--- src/rtl/mips_mem_pkg.sv ---
// Shared types and default widths for the unified-memory port arbiter.
package mips_mem_pkg;

  localparam int unsigned ADDR_W_DEF  = 32;
  localparam int unsigned DATA_W_DEF  = 32;
  localparam int unsigned TIMEOUT_DEF = 255;

  typedef enum logic [1:0] {
    IDLE    = 2'd0,
    BUSY_IF = 2'd1,
    BUSY_DM = 2'd2,
    RESP    = 2'd3
  } arb_state_t;

  typedef enum logic {
    GNT_IF = 1'b0,
    GNT_DM = 1'b1
  } grant_t;

endpackage

--- src/rtl/mem_port_arbiter_if.sv ---
// Bundle of IF, data-memory and external-memory handshake signals around the arbiter.
interface mem_port_arbiter_if
  import mips_mem_pkg::*;
#(
  parameter int unsigned ADDR_W = ADDR_W_DEF,
  parameter int unsigned DATA_W = DATA_W_DEF
);

  logic              if_req;
  logic [ADDR_W-1:0] if_addr;
  logic [DATA_W-1:0] if_rdata;
  logic              if_ack;
  logic              if_err;

  logic              dm_req;
  logic              dm_we;
  logic [ADDR_W-1:0] dm_addr;
  logic [DATA_W-1:0] dm_wdata;
  logic [DATA_W-1:0] dm_rdata;
  logic              dm_ack;
  logic              dm_err;

  logic              mem_req;
  logic              mem_we;
  logic [ADDR_W-1:0] mem_addr;
  logic [DATA_W-1:0] mem_wdata;
  logic [DATA_W-1:0] mem_rdata;
  logic              mem_ack;

  // Arbiter side
  modport slave (
    input  if_req, if_addr, dm_req, dm_we, dm_addr, dm_wdata, mem_rdata, mem_ack,
    output if_rdata, if_ack, if_err, dm_rdata, dm_ack, dm_err,
           mem_req, mem_we, mem_addr, mem_wdata
  );

  // Requester / memory side
  modport master (
    output if_req, if_addr, dm_req, dm_we, dm_addr, dm_wdata, mem_rdata, mem_ack,
    input  if_rdata, if_ack, if_err, dm_rdata, dm_ack, dm_err,
           mem_req, mem_we, mem_addr, mem_wdata
  );

endinterface

--- src/rtl/mem_arb_watchdog.sv ---
// Wait-state counter for one memory access; expire_c_o flags the last permitted BUSY cycle.
module mem_arb_watchdog #(
  parameter int unsigned TIMEOUT = 255
) (
  input  logic clk,
  input  logic rst_n,
  input  logic clr_i,
  input  logic en_i,
  output logic expire_c_o
);

  localparam int unsigned CNT_W = (TIMEOUT > 1) ? $clog2(TIMEOUT) : 1;

  logic [CNT_W-1:0] cnt_q;
  logic [CNT_W-1:0] cnt_d;

  always_comb begin
    cnt_d = cnt_q;
    if (clr_i) begin
      cnt_d = '0;
    end else if (en_i) begin
      cnt_d = cnt_q + CNT_W'(1);
    end
  end

  always_ff @(posedge clk or negedge rst_n) begin
    if (!rst_n) begin
      cnt_q <= '0;
    end else begin
      cnt_q <= cnt_d;
    end
  end

  // Counter holds (cycles already waited); the TIMEOUT-th BUSY cycle sees TIMEOUT-1.
  assign expire_c_o = (cnt_q == CNT_W'(TIMEOUT - 1));

endmodule

--- src/rtl/mem_port_arbiter.sv ---
// Shares one single-port memory between instruction fetch and data access with a watchdog abort.
// Optional ARB_ROUND_ROBIN_EN: alternate grants under contention instead of fixed DM-over-IF priority.
module mem_port_arbiter
  import mips_mem_pkg::*;
#(
  parameter int unsigned ADDR_W  = ADDR_W_DEF,
  parameter int unsigned DATA_W  = DATA_W_DEF,
  parameter int unsigned TIMEOUT = TIMEOUT_DEF
) (
  input logic               clk,
  input logic               rst_n,
  mem_port_arbiter_if.slave bus
);

  arb_state_t        state_q;
  logic              mem_req_q;
  logic              mem_we_q;
  logic [ADDR_W-1:0] mem_addr_q;
  logic [DATA_W-1:0] mem_wdata_q;
  logic              if_ack_q;
  logic              if_err_q;
  logic [DATA_W-1:0] if_rdata_q;
  logic              dm_ack_q;
  logic              dm_err_q;
  logic [DATA_W-1:0] dm_rdata_q;

  logic              gnt_dm_c;
  logic              busy_c;
  logic              done_c;
  logic              wd_expire_c;
  logic              wd_clr_c;
  logic              wd_en_c;
  logic [DATA_W-1:0] resp_data_c;

`ifdef ARB_ROUND_ROBIN_EN
  grant_t            last_gnt_q;

  // Under contention grant whoever did not win last time.
  always_comb begin
    gnt_dm_c = bus.dm_req;
    if (bus.dm_req && bus.if_req) begin
      gnt_dm_c = (last_gnt_q == GNT_IF);
    end
  end
`else
  always_comb begin
    gnt_dm_c = bus.dm_req;
  end
`endif

  assign busy_c      = (state_q == BUSY_IF) || (state_q == BUSY_DM);
  assign done_c      = busy_c && (bus.mem_ack || wd_expire_c);
  assign wd_clr_c    = (state_q == IDLE);
  assign wd_en_c     = busy_c && !bus.mem_ack;
  assign resp_data_c = (bus.mem_ack && !mem_we_q) ? bus.mem_rdata : '0;

  mem_arb_watchdog #(
    .TIMEOUT (TIMEOUT)
  ) u_watchdog (
    .clk        (clk),
    .rst_n      (rst_n),
    .clr_i      (wd_clr_c),
    .en_i       (wd_en_c),
    .expire_c_o (wd_expire_c)
  );

  // Access sequencer; mem_ack takes precedence over expiry in the same cycle.
  always_ff @(posedge clk or negedge rst_n) begin
    if (!rst_n) begin
      state_q     <= IDLE;
      mem_req_q   <= 1'b0;
      mem_we_q    <= 1'b0;
      mem_addr_q  <= '0;
      mem_wdata_q <= '0;
      if_ack_q    <= 1'b0;
      if_err_q    <= 1'b0;
      if_rdata_q  <= '0;
      dm_ack_q    <= 1'b0;
      dm_err_q    <= 1'b0;
      dm_rdata_q  <= '0;
`ifdef ARB_ROUND_ROBIN_EN
      last_gnt_q  <= GNT_IF;
`endif
    end else begin
      if_ack_q   <= 1'b0;
      if_err_q   <= 1'b0;
      if_rdata_q <= '0;
      dm_ack_q   <= 1'b0;
      dm_err_q   <= 1'b0;
      dm_rdata_q <= '0;
      unique case (state_q)
        IDLE: begin
          if (bus.dm_req || bus.if_req) begin
            state_q     <= gnt_dm_c ? BUSY_DM : BUSY_IF;
            mem_req_q   <= 1'b1;
            mem_we_q    <= gnt_dm_c && bus.dm_we;
            mem_addr_q  <= gnt_dm_c ? bus.dm_addr : bus.if_addr;
            mem_wdata_q <= gnt_dm_c ? bus.dm_wdata : '0;
`ifdef ARB_ROUND_ROBIN_EN
            last_gnt_q  <= gnt_dm_c ? GNT_DM : GNT_IF;
`endif
          end
        end
        BUSY_IF, BUSY_DM: begin
          if (done_c) begin
            state_q   <= RESP;
            mem_req_q <= 1'b0;
            if (state_q == BUSY_DM) begin
              dm_ack_q   <= 1'b1;
              dm_err_q   <= !bus.mem_ack;
              dm_rdata_q <= resp_data_c;
            end else begin
              if_ack_q   <= 1'b1;
              if_err_q   <= !bus.mem_ack;
              if_rdata_q <= resp_data_c;
            end
          end
        end
        RESP: begin
          state_q <= IDLE;
        end
      endcase
    end
  end

  assign bus.mem_req   = mem_req_q;
  assign bus.mem_we    = mem_we_q;
  assign bus.mem_addr  = mem_addr_q;
  assign bus.mem_wdata = mem_wdata_q;
  assign bus.if_ack    = if_ack_q;
  assign bus.if_err    = if_err_q;
  assign bus.if_rdata  = if_rdata_q;
  assign bus.dm_ack    = dm_ack_q;
  assign bus.dm_err    = dm_err_q;
  assign bus.dm_rdata  = dm_rdata_q;

endmodule

--- src/flat_wrapper.sv ---
// flat-port wrapper written by rule: the top's interface ports become plain ports
module mem_port_arbiter_flat import mips_mem_pkg::*;
#(
  parameter int unsigned ADDR_W  = ADDR_W_DEF,
  parameter int unsigned DATA_W  = DATA_W_DEF,
  parameter int unsigned TIMEOUT = TIMEOUT_DEF
)
  (clk, rst_n, bus_if_req, bus_if_addr, bus_dm_req, bus_dm_we, bus_dm_addr, bus_dm_wdata, bus_mem_rdata, bus_mem_ack, bus_if_rdata, bus_if_ack, bus_if_err, bus_dm_rdata, bus_dm_ack, bus_dm_err, bus_mem_req, bus_mem_we, bus_mem_addr, bus_mem_wdata);
  mem_port_arbiter_if #(.ADDR_W(ADDR_W), .DATA_W(DATA_W)) bus_i ();
  input logic clk;
  input logic rst_n;
  input wire logic [$bits(bus_i.if_req)-1:0] bus_if_req;
  input wire logic [$bits(bus_i.if_addr)-1:0] bus_if_addr;
  input wire logic [$bits(bus_i.dm_req)-1:0] bus_dm_req;
  input wire logic [$bits(bus_i.dm_we)-1:0] bus_dm_we;
  input wire logic [$bits(bus_i.dm_addr)-1:0] bus_dm_addr;
  input wire logic [$bits(bus_i.dm_wdata)-1:0] bus_dm_wdata;
  input wire logic [$bits(bus_i.mem_rdata)-1:0] bus_mem_rdata;
  input wire logic [$bits(bus_i.mem_ack)-1:0] bus_mem_ack;
  output wire logic [$bits(bus_i.if_rdata)-1:0] bus_if_rdata;
  output wire logic [$bits(bus_i.if_ack)-1:0] bus_if_ack;
  output wire logic [$bits(bus_i.if_err)-1:0] bus_if_err;
  output wire logic [$bits(bus_i.dm_rdata)-1:0] bus_dm_rdata;
  output wire logic [$bits(bus_i.dm_ack)-1:0] bus_dm_ack;
  output wire logic [$bits(bus_i.dm_err)-1:0] bus_dm_err;
  output wire logic [$bits(bus_i.mem_req)-1:0] bus_mem_req;
  output wire logic [$bits(bus_i.mem_we)-1:0] bus_mem_we;
  output wire logic [$bits(bus_i.mem_addr)-1:0] bus_mem_addr;
  output wire logic [$bits(bus_i.mem_wdata)-1:0] bus_mem_wdata;
  assign bus_i.if_req = bus_if_req;
  assign bus_i.if_addr = bus_if_addr;
  assign bus_i.dm_req = bus_dm_req;
  assign bus_i.dm_we = bus_dm_we;
  assign bus_i.dm_addr = bus_dm_addr;
  assign bus_i.dm_wdata = bus_dm_wdata;
  assign bus_i.mem_rdata = bus_mem_rdata;
  assign bus_i.mem_ack = bus_mem_ack;
  assign bus_if_rdata = bus_i.if_rdata;
  assign bus_if_ack = bus_i.if_ack;
  assign bus_if_err = bus_i.if_err;
  assign bus_dm_rdata = bus_i.dm_rdata;
  assign bus_dm_ack = bus_i.dm_ack;
  assign bus_dm_err = bus_i.dm_err;
  assign bus_mem_req = bus_i.mem_req;
  assign bus_mem_we = bus_i.mem_we;
  assign bus_mem_addr = bus_i.mem_addr;
  assign bus_mem_wdata = bus_i.mem_wdata;
  mem_port_arbiter #(.ADDR_W(ADDR_W), .DATA_W(DATA_W), .TIMEOUT(TIMEOUT)) u_core (.clk(clk), .rst_n(rst_n), .bus(bus_i));
endmodule
--- config.mk ---
export PLATFORM = sky130hd
export DESIGN_NAME = mem_port_arbiter_flat
export DESIGN_NICKNAME = d
export VERILOG_FILES = /design/src/rtl/mips_mem_pkg.sv /design/src/rtl/mem_port_arbiter_if.sv /design/src/rtl/mem_arb_watchdog.sv /design/src/rtl/mem_port_arbiter.sv /design/src/flat_wrapper.sv
export SDC_FILE = /design/constraint.sdc
export NUM_CORES = 1
export LEC_CHECK = 0
export CAP_MARGIN = 20
export CELL_PAD_IN_SITES_DETAIL_PLACEMENT = 0
export CELL_PAD_IN_SITES_GLOBAL_PLACEMENT = 1
export CORE_MARGIN = 3
export CORE_UTILIZATION = 32
export CTS_BUF_LIST = sky130_fd_sc_hd__clkbuf_8
export CTS_CLUSTER_DIAMETER = 80
export CTS_CLUSTER_SIZE = 12
export DETAILED_ROUTE_END_ITERATION = 6
export GPL_ROUTABILITY_DRIVEN = 0
export PLACE_DENSITY = 0.89
export SYNTH_ARGS = -nofsm -noshare
export SYNTH_HDL_FRONTEND = slang
export SYNTH_SLANG_ARGS = --single-unit
--- constraint.sdc ---
create_clock -name clk -period 2 [get_ports clk]
set_input_delay 0.4 -clock clk [delete_from_list [all_inputs] [get_ports clk]]
set_output_delay 0.4 -clock clk [all_outputs]
set_load 0.01 [all_outputs]
==> results of run 1 <==
[through the flow]
step | hold WS [ns] | total power, W | util [%] | area (um2) | setup slack (ns)
floorplan | 0.104 | 0.00618 | - | 5490 | 0.430
global placement | 0.277 | 0.00866 | 50.8 | 8490 | 0.116
detailed placement | 0.283 | 0.00884 | 50.8 | 8490 | 0.0260
CTS | 0.354 | 0.0112 | 53.3 | 8910 | 0.129
global route | 0.369 | 0.0117 | 53.3 | 8910 | 0.0567
finish | 0.383 | 0.0110 | 53.3 | 8910 | 0.174
[cell usage after synthesis, types with 3 or more instances]
| cell type | n |
|---|---|
| a211o_1 | 3 |
| a21oi_1 | 9 |
| a22o_1 | 33 |
| nor2_1 | 5 |
| dfrtp_1 | 144 |
| inv_1 | 6 |
| nor3b_1 | 3 |
| or4_1 | 3 |
| nand2_1 | 36 |
| o31ai_1 | 3 |
| ha_1 | 5 |
| o21ai_0 | 33 |
| buf_2 | 9 |
| buf_4 | 3 |
| and2_1 | 65 |
| clkbuf_2 | 3 |
| mux2i_1 | 32 |
| clkbuf_1 | 11 |
[registers in the layout, indices dropped and copies added, names as in the netlist]
register	count
u_core.bus.if_rdata	32
u_core.bus.mem_addr	32
u_core.bus.if_ack	1
u_core.u_watchdog.cnt_q	8
u_core.bus.if_err	1
u_core.bus.mem_wdata	32
u_core.bus.dm_err	1
u_core.state_q	2
u_core.bus.mem_req	1
u_core.bus.dm_rdata	32
u_core.bus.mem_we	1
u_core.bus.dm_ack	1
[logic make-up after synthesis]
logic type	Yosys count	synth area share (%)
muxes	33	6.04
DFF	144	65.6
buffers and inverters	32	2.66
AOI/OAI and AO/OA	87	10.8
and+or+nand+nor	129	13.6
xor gates and xnor gates	1	0.159
adders and majority gates	5	1.14
[per-layer routing]
metal / track usage (%) / vias up / share of wire [%] / wire, um
met5: 0 / - / 0 / 0
met4: 5.82 / 0 / 1.3 / 210
met3: 9.49 / 17 / 14 / 2230
met2: 27.8 / 196 / 49 / 7700
met1: 17.5 / 2093 / 35 / 5550
li1: - / 2030 / - / -
[power by group]
part	leakage (nW)	internal, W	total, W	switching, W
combinational	1.90	0.00250	0.00449	0.00199
clock	0.205	0.00121	0.00232	0.00110
sequential	1.90	0.00379	0.00423	0.000435
total	4.01	0.00750	0.0110	0.00353
[worst paths after layout]
kind                                        startpoint                    endpoint  cells past startpoint
worst min-delay path                             rst_n     u_core.bus.dm_rdata[11]                      2
max in group asynchronous                        rst_n    u_core.bus.mem_wdata[11]                      3
min in group clk                            bus_dm_req           u_core.state_q[0]                      3
worst max register to register       u_core.state_q[0]  u_core.u_watchdog.cnt_q[7]                      5
worst max-delay path                 u_core.bus.mem_we                  bus_mem_we                      1
worst min register to register  u_core.bus.mem_addr[4]      u_core.bus.mem_addr[4]                      2
[layout make-up]
cell class,instances,area (um2),share of cell area (%)
Timing Repair Buffer,282,2850,32.0
Clock buffer,20,275,3.09
Tap cell,220,275,3.09
Multi-Input combinational cell,255,1750,19.7
Clock inverter,12,134,1.50
Sequential cell,144,3600,40.5
Inverter,6,22.5,0.253
==> reports/qor.csv, run 1 <==
metric,value,unit
Detailed Route Iter0 Violations,124,
Achievable Freq,0.548,GHz
Initial Util,32.9,%
post-DP HPWL,11.9,mm
Setup TNS,0,ns
Filler Cell Count,1422,
GR Overflow Total,0,
nets@finish,845,
Final Max Slew Viols,0,
nature of the critical path endpoint,primary output,
Tmin final,1.83,ns
Clock Tree Buf Depth,2,
buffers added on ports,267,
Die H,137,um
antenna violations before repair,0,
vias,4336,
"Seq/Total Area, Yosys",65.6,%
"most common cell after layout, fill and taps aside",clkdlybuf4s50_1,
status,completed,
# clock sinks,144,
First-pass DRT Iterations,4,
Async SR Flop Fraction,100,%
largest net degree at the start of global routing,69,
yosys warns,0,
hold_buf cts,1,
Max-Cap Viols,0,
DR WL/cell,16.7,um
total CTS buffers,17,
count of cell types in the netlist,39,
share of post-route cells with drive strength above 1,6.95,%
crit path launch type,register,
Main synth FF type,dfrtp_1,
Worst Max-Slew Pin Slew,0.415,ns
Max IR drop VDD,571,uV
Hold Crit Class,input pin to asynchronous set/reset pin,
Clock Latency Late Sink,0.44,ns
Lkg Pwr,4.01,nW
Final Hold Viols,0,
Area contributors post-synth,"dfrtp_1 (66%), and2_1 (7.4%), mux2i_1 (5.8%)",
post_cts resized,0,
syn nets,570,
crit path DAT,1.43,ns
Chip Width,137,um
FF-to-FF setup slack,0.18,ns
"EDFF count, synth",0,
CTS tree,built,
Final Cycle Share,91.3,%
post-synth top area share,65.6,%
DRT antenna net count,0,
Max-slew headroom,72.4,%
Critical Path RT,1.60,ns
drc violations,0,
crit path max fanout,4,
global-route wire length before repair,23.9,mm
Layout Skew,0.00691,ns
Area growth syn-to-layout,62.2,%
Final setup viols,0,
CTS clock-pin slew for the worst setup and hold paths,0.08,ns
CP bufs+invs,1,
antenna cells,0,
placed insts,906,
num rows,47,
postcts setup bufs,0,
cell family with the largest share of critical-path delay,buffers and inverters,
GRT Util Overall,16.6,%
slowest CP cell,clkdlybuf4s50_1,
Syn Inst Count,431,
die area,18800,um2
H-tree Lvls,4,
vias per std cell,4.62,
CP Class,register to primary output,
Non-Filler Instances,939,
P per Cell Area,1240,nW/um2
vias in the first global route,4672,
Post-Syn Area,5490,um2
CP cell instances,clkdlybuf4s50_1,
RSZ-0062 raised after global routing,false,
synthesized flop and latch total,144,
CTS Root Buffer Type,clkbuf_8,
"commonest non-fill, non-tap cells in the layout","clkdlybuf4s50_1 (265), dfrtp_1 (144), and2_1 (65), nand2_1 (36)",
core area,16700,um2
Boundary Pins,268,
Synth Area per Inst,12.7,um2
post-synth top area cell,dfrtp_1,
crit-path max cell delay,0.59,ns
Routed WL,15.7,mm
No activity file was read; power rests on OpenSTA's default activity.
==> run 2, diff against run 1 <==
Settings changed: ABC_CLOCK_PERIOD_IN_PS set to 2000, CAP_MARGIN 20 to not set.
==> results of run 2 <==
The final DEF is identical to that of run 1; final timing and power are the same.
==> run 3, diff against run 2 <==
Settings changed: CELL_PAD_IN_SITES_DETAIL_PLACEMENT 0 to 1.
==> reports/qor.csv, run 3 (synthesis results as in run 1) <==
metric,value,unit
status,completed,
internal power,0.00770,W
CTS tree,built,
Achievable Freq,0.542,GHz
"commonest non-fill, non-tap cells in the layout","clkdlybuf4s50_1 (265), dfrtp_1 (144), and2_1 (65), nand2_1 (36)",
Register-to-Register Path Depth,5,
crit path DAT,2.20,ns
GRT Util Overall,19.4,%
switching share of power,32.4,%
FF-to-FF setup slack,0.16,ns
share of post-route cells with drive strength above 1,7.09,%
Final setup viols,0,
Max IR drop VDD,555,uV
CP Class,register to register,
DRT antenna net count,0,
post-DP HPWL,13.9,mm
crit path launch type,register,
crit path max fanout,9,
Filler Cell Count,1727,
core area,16700,um2
Die H,137,um
total CTS buffers,17,
GR met3 Demand/Resource,8.46,%
H-tree Lvls,4,
First-pass DRT Iterations,4,
vias in the first global route,5113,
Reg-to-Reg End,u_core.u_watchdog.cnt_q[7],
DR WL/cell,19.5,um
num rows,47,
sequential share of power,37.5,%
Psw,0.00369,W
Tmin final,1.84,ns
Layout Skew,0.00837,ns
antenna cells,0,
Final Max Slew Viols,0,
vias,4431,
vias per std cell,4.72,
Clock Latency Late Sink,0.44,ns
CTS Root Buffer Type,clkbuf_8,
buffers added on ports,267,
Max-Cap Viols,0,
Clk pwr share,22.2,%
R2R Path Start,u_core.state_q[1],
Gate power share,40.3,%
"most common cell after layout, fill and taps aside",clkdlybuf4s50_1,
"Design Area, Final",8940,um2
Critical Path RT,2.36,ns
nature of the critical path endpoint,register,
largest net degree at the start of global routing,69,
Detailed Route Iter0 Violations,140,
Routed WL,18.3,mm
GRT Max-Usage Layer,met2,
global-route wire length before repair,27.8,mm
Hold Crit Class,input pin to asynchronous set/reset pin,
FF+latch area,3600,um2
RSZ-0062 raised after global routing,false,
Boundary Pins,268,
drc violations,0,
Lkg Pwr,4.02,nW
Chip Width,137,um
Final Hold Viols,0,
area of the multi-input gates,1750,um2
antenna violations before repair,0,
CTS clock-pin slew for the worst setup and hold paths,0.08,ns
Clock Tree Buf Depth,2,
Setup TNS,0,ns
Worst Max-Slew Pin Slew,0.409,ns
Max-slew headroom,72.7,%
GR Overflow Total,0,
M1 GR Usage,20.7,%
Area growth syn-to-layout,62.7,%
die area,18800,um2
Final Cycle Share,92.2,%
met2 Track Usage GR,34.4,%
# clock sinks,144,
P per Cell Area,1270,nW/um2
Initial Util,32.9,%
placed inst area,8490,um2
nets@finish,845,
[run 3: area by class of cell]
type | count | area share, %
clock buffers | 18 | 2.77
clock inverters | 14 | 2.10
inverters | 6 | 0.252
multi-input cells | 255 | 19.6
flip-flops and latches | 144 | 40.3
well taps | 220 | 3.08
repair buffers | 282 | 31.9
[run 3: what timing repair did]
item,CTS,global route
setup endpoints to repair,0,1
hold buffers,1,0
buffers inserted,0,0
resized for setup,0,1
endpoints found under the hold margin,23,0
[run 3: through the flow]
step	setup WS, ns	hold WS (ns)	power [W]	utilization, %	std cells
floorplan	0.430	0.104	0.00618	-	431
global placement	0.116	0.277	0.00866	50.8	906
detailed placement	0.0130	0.290	0.00895	50.8	906
CTS	0.105	0.364	0.0115	53.5	939
global route	0.0612	0.387	0.0121	53.5	939
finish	0.156	0.395	0.0114	53.5	939
[run 3: power by group through the flow]
stage	clock network [W]	registers [W]	logic, W
floorplan	0	0.00465	0.00153
CTS	0.00261	0.00428	0.00466
detailed placement	0	0.00432	0.00463
global placement	0	0.00424	0.00442
global route	0.00276	0.00437	0.00499
finish	0.00253	0.00426	0.00459
[run 3: worst max path at each step]
stage / end / start / depth (start not counted)
4_1_cts: u_core.u_watchdog.cnt_q[7] / u_core.state_q[1] / 5
6_report: u_core.u_watchdog.cnt_q[7] / u_core.state_q[1] / 5
2_1_floorplan: u_core.bus.dm_rdata[10] / u_core.state_q[0] / 6
5_1_grt: u_core.u_watchdog.cnt_q[5] / u_core.state_q[1] / 5
3_5_place_dp: u_core.u_watchdog.cnt_q[7] / bus_mem_ack / 4
3_3_place_gp: u_core.u_watchdog.cnt_q[5] / bus_mem_ack / 4
[run 3: critical path: stages, from the launching register on]
cell and delay (ns):
dfrtp_1 0.41, inv_1 0.09, ha_2 0.44, nand3b_4 0.14
or4_1 0.50, a21oi_1 0.17
[run 3: routing by layer]
metal	vias to the layer above	part of all wire [%]
met5	-	0
li1	2031	-
met2	207	51
met1	2167	36
met4	0	1.7
met3	26	11
